==> config.mk <==
export PLATFORM = sky130hd
export DESIGN_NAME = imem_fetch_ctrl
export DESIGN_NICKNAME = d
export VERILOG_FILES = /design/src/rtl/imem_fetch_ctrl.sv
export SDC_FILE = /design/constraint.sdc
export NUM_CORES = 1
export LEC_CHECK = 0
export BUFFER_PORTS_ARGS = -buffer_cell sky130_fd_sc_hd__buf_2
export CORE_MARGIN = 3
export CORE_UTILIZATION = 30
export CTS_BUF_LIST = sky130_fd_sc_hd__clkbuf_2 sky130_fd_sc_hd__clkbuf_4 sky130_fd_sc_hd__clkbuf_8
export DETAILED_ROUTE_END_ITERATION = 10
export PLACE_DENSITY = 0.63
export SYNTH_ARGS = -nofsm -noshare
export SYNTH_HDL_FRONTEND = slang
export SYNTH_SLANG_ARGS = --single-unit
==> constraint.sdc <==
create_clock -name clk -period 3.28 [get_ports clk]
set_input_delay 0.164 -clock clk [delete_from_list [all_inputs] [get_ports clk]]
set_output_delay 0.164 -clock clk [all_outputs]
set_load 0.01 [all_outputs]
==> src/rtl/imem_fetch_ctrl.sv <==
// Instruction-memory port owner: PC sequencing, IF-stage register, stall/branch/halt, loader arbitration.
// Optional perf counters (perf_fetch, perf_stall) are built when FETCH_PERF_CNT_EN is defined.
module imem_fetch_ctrl #(
  parameter int            AW       = 12,
  parameter int            DW       = 16,
  parameter logic [3:0]    HALT_OP  = 4'b1111,
  parameter int            RESET_PC = 0
) (
  input  logic          clk,
  input  logic          reset,
  input  logic          start,
  input  logic [AW-1:0] start_pc,
  input  logic          stall,
  input  logic          br_taken,
  input  logic [AW-1:0] br_target,
  input  logic          ld_req,
  input  logic          ld_we,
  input  logic [AW-1:0] ld_addr,
  input  logic [DW-1:0] ld_data,
  output logic          ld_gnt,
  output logic [AW-1:0] mem_addr,
  output logic          mem_we,
  output logic [DW-1:0] mem_wdata,
  input  logic [DW-1:0] mem_rdata,
  output logic [DW-1:0] IF_instruction,
  output logic [AW-1:0] IF_pc,
  output logic          IF_valid,
`ifdef FETCH_PERF_CNT_EN
  output logic [15:0]   perf_fetch,
  output logic [15:0]   perf_stall,
`endif
  output logic          halted
);

  localparam logic [1:0] S_IDLE = 2'd0;
  localparam logic [1:0] S_LOAD = 2'd1;
  localparam logic [1:0] S_RUN  = 2'd2;
  localparam logic [1:0] S_HALT = 2'd3;

  logic [1:0]    state, state_nxt;
  logic [AW-1:0] pc;
  logic          idle_like, start_ok, fetch, is_halt;

  assign idle_like = (state == S_IDLE) || (state == S_HALT);
  assign start_ok  = idle_like && !ld_req && start;
  assign fetch     = (state == S_RUN) && !br_taken && !stall;
  assign is_halt   = (mem_rdata[DW-1:DW-4] == HALT_OP);

  // Loader signals pass straight through so it gets one write per cycle; a write is suppressed in a reset cycle.
  always_comb begin
    ld_gnt    = (state == S_LOAD);
    mem_addr  = ld_gnt ? ld_addr : pc;
    mem_we    = ld_gnt && ld_we && !reset;
    mem_wdata = ld_gnt ? ld_data : '0;
  end

  always_comb begin
    state_nxt = state;
    case (state)
      S_IDLE, S_HALT: begin
        if (ld_req)     state_nxt = S_LOAD;
        else if (start) state_nxt = S_RUN;
      end
      S_LOAD:  if (!ld_req) state_nxt = S_IDLE;
      S_RUN:   if (fetch && is_halt) state_nxt = S_HALT;
      default: state_nxt = S_IDLE;
    endcase
  end

  always_ff @(posedge clk) begin
    if (reset) begin
      state          <= S_IDLE;
      halted         <= 1'b0;
      pc             <= AW'(RESET_PC);
      IF_instruction <= '0;
      IF_pc          <= '0;
      IF_valid       <= 1'b0;
    end else begin
      state  <= state_nxt;
      halted <= (state_nxt == S_HALT);
      case (state)
        S_RUN: begin
          // Branch flushes IF even when stall is high; the halt word is dropped with it.
          if (br_taken) begin
            pc       <= br_target;
            IF_valid <= 1'b0;
          end else if (!stall) begin
            IF_instruction <= mem_rdata;
            IF_pc          <= pc;
            IF_valid       <= 1'b1;
            pc             <= pc + 1'b1;
          end
        end
        default: begin
          IF_valid <= 1'b0;
          if (start_ok) pc <= start_pc;
        end
      endcase
    end
  end

`ifdef FETCH_PERF_CNT_EN
  always_ff @(posedge clk) begin
    if (reset || start_ok) begin
      perf_fetch <= '0;
      perf_stall <= '0;
    end else begin
      if (fetch && perf_fetch != 16'hFFFF) perf_fetch <= perf_fetch + 16'd1;
      if (state == S_RUN && stall && !br_taken && perf_stall != 16'hFFFF)
        perf_stall <= perf_stall + 16'd1;
    end
  end
`endif

endmodule

==> metrics.csv <==
metric,value,unit
Post-CTS Resized,0,
worst setup margin,966,ps
CP peak stage delay,610,ps
Hold Buf Count CTS,0,
Worst Hold Class,primary input to register,
met1 Use GR,21.2,%
CP Buf/Inv Count,3,
grt total ovfl,0,
PD cells,448,mW/mm^2
clk_lat worst skew,290,ps
Critical Path RT,3490,ps
Die Y,94.6,um
unrepaired setup endpoints after global routing,false,
final wirelength,7430,um
post-DR wirelength/cell,14.0,um
library cells used by synthesis,47,
Setup crit end kind,register,
outcome,completed,
yosys warns,0,
Worst Hold Path Cells,3,
CP max FO,17,
die width,94.6,um
Clock Skews,3.91,ps
met2 GRT Util,28.6,%
share of cells above drive strength 1,38.1,%
Final nets,507,
GPL Wtd Cong,0.798,
Max Clk Rate,0.432,GHz
Final Hold Vio Count,0,
I/O pins,135,
CTS H-tree depth,2,
most common flop cell mapped by yosys,dfxtp_1,
Mapped Nets,384,
Yosys top cell by area,dfxtp_1,
Slew @ Worst Pin,817,ps
Worst Hold Path EP,IF_instruction[1],
total track usage,16.9,%
largest net degree at the start of global routing,44,
Mapped Area,0.00235,mm^2
Leakage,1.44,nW
hold wc startpoint,mem_rdata[1],
"commonest non-fill, non-tap cell in the layout",buf_2,
worst-path cell chain,"inv_1, ha_1, buf_4, inv_2, o21ai_2, a21oi_1, nor4_1",
fin crit share,70.6,%
Critical Path Source Type,register,
R2R Path Start,state[0],
Yosys reg bits,44,
CTS tree,yes,
# diodes,0,
maxcap violations,0,
I/O Buffers,134,
Final Max Slew Viols,0,
CP max stage cell,o21ai_2,
setup TNS,0,ps
"EDFF count, synth",0,
initial antenna violation count,0,
DRT iter0 DRCs,113,
full die area,0.00894,mm^2
Initial Util,31.6,%
CTS buffer count,5,
drt drc,0,
CORE AREA,0.00745,mm^2
Slew headroom,45.5,%
"FFs w/ async S/R, synth",0,%
Routed Antenna Nets,0,
r2r endpoint,pc[6],
CTS max path bufs,2,
Final Setup Violations,0,
post-CTS setup buffer count,0,
first-pass GRT wire length,12000,um
"commonest non-fill, non-tap cells in the layout","buf_2, nand2_1, dfxtp_1, a21oi_1, and2_1",
area share of the largest cell type after synthesis,37.4,%
vias per cell,4.94,
Synth Instances,306,
CTS Root Cell,clkbuf_8,
"Area growth, synth to finish",36.1,%
sequential fraction of the synthesis area,37.4,%
Synth area leaders,"dfxtp_1, nand2_1, a21oi_1, mux2_2, and2_1",
vias in the first global route,2590,
post-DP HPWL,5660,um
via count of the routed design,2612,
met3 GRT Util,4.06,%
Top delay family on crit path,compound AO/OA/AOI/OAI gates,
Inst Count DP,521,
Reg2Reg Setup Slack,970,ps
busiest grt layer,met2,
clock-pin slew on the worst setup and hold paths,90,ps
worst reg2reg path depth,7,
Setup Crit Path Kind,register to register,
Critical Path AT,2520,ps
syn_area_per_cell,7.69,um^2
post-placement setup slack,982,ps
peak supply drop,164,uV
fin cells,529,
minimum clock period,2310,ps
first drt pass iteration count,4,
clock sinks,44,
num rows,31,
-- tightest hold or removal path, stage by stage --
cell and delay [ps]:
buf_2 90, nand2_1 40, a21oi_1 50
-- area by class of cell --
type	count	area, um^2
Fill cell	805	4250
Multi-Input combinational cell	232	1340
Sequential cell	44	881
Timing Repair Buffer	138	701
Tap cell	99	124
Clock buffer	6	82.6
Clock inverter	2	38.8
Inverter	8	30.0
-- how the worst max path moves through the flow --
stage / depth (start not counted) / slack, ps / startpoint / to
after floorplan: 8 / 1570 / state[0] / pc[7]
final: 7 / 970 / state[0] / pc[6]
after detailed placement: 7 / 980 / state[0] / pc[6]
after global placement: 7 / 1080 / state[0] / pc[9]
after CTS: 7 / 960 / state[0] / pc[6]
after global routing: 7 / 720 / state[0] / pc[3]
-- metal layers --
layer | vias to the layer above | part of all wire, %
met3 | 6 | 9.4
met2 | 122 | 47
met4 | 0 | 1.1
li1 | 1302 | -
met1 | 1182 | 42
met5 | - | 0
-- stage by stage --
| step | cell area (um^2) | hold WS, ps | utilization, % | power, W |
|---|---|---|---|---|
| after detailed placement | 3080 | 410 | 41.3 | 0.00101 |
| after CTS | 3200 | 87.0 | 43.0 | 0.00146 |
| after global routing | 3200 | 90.1 | 43.0 | 0.00153 |
| after floorplan | 2350 | 300 | - | 0.000857 |
| after global placement | 3080 | 406 | 41.3 | 0.00100 |
| final | 3200 | 97.5 | 43.0 | 0.00143 |
-- logic make-up after synthesis --
group	Yosys count	synth area share (%)
AOI/OAI and AO/OA	71	18.2
muxes	14	6.49
buffers and inverters	30	5.64
DFF	44	37.4
and+or+nand+nor	143	30.3
adders and majority gates	3	1.60
xor gates and xnor gates	1	0.372
-- registers in the layout (all words and copies together), names as in the netlist --
name	cells
IF_instruction	16
IF_pc	12
IF_valid	1
halted	1
pc	12
state	2
-- power breakdown --
group	switching [W]	internal (W)	total, W
clock network	0.000189	0.000249	0.000438
logic	0.000205	0.000177	0.000382
registers	0.0000505	0.000564	0.000614
-- cell usage after synthesis (6+ instances only) --
library cell	count
a21oi_1	40
inv_1	6
nor3_1	6
nand2_1	70
and2_1	16
nor2_1	14
mux2_2	10
o21ai_0	6
clkbuf_1	8
buf_2	10
nor2b_1	6
dfxtp_1	44
(Power assumes the default switching activity.)
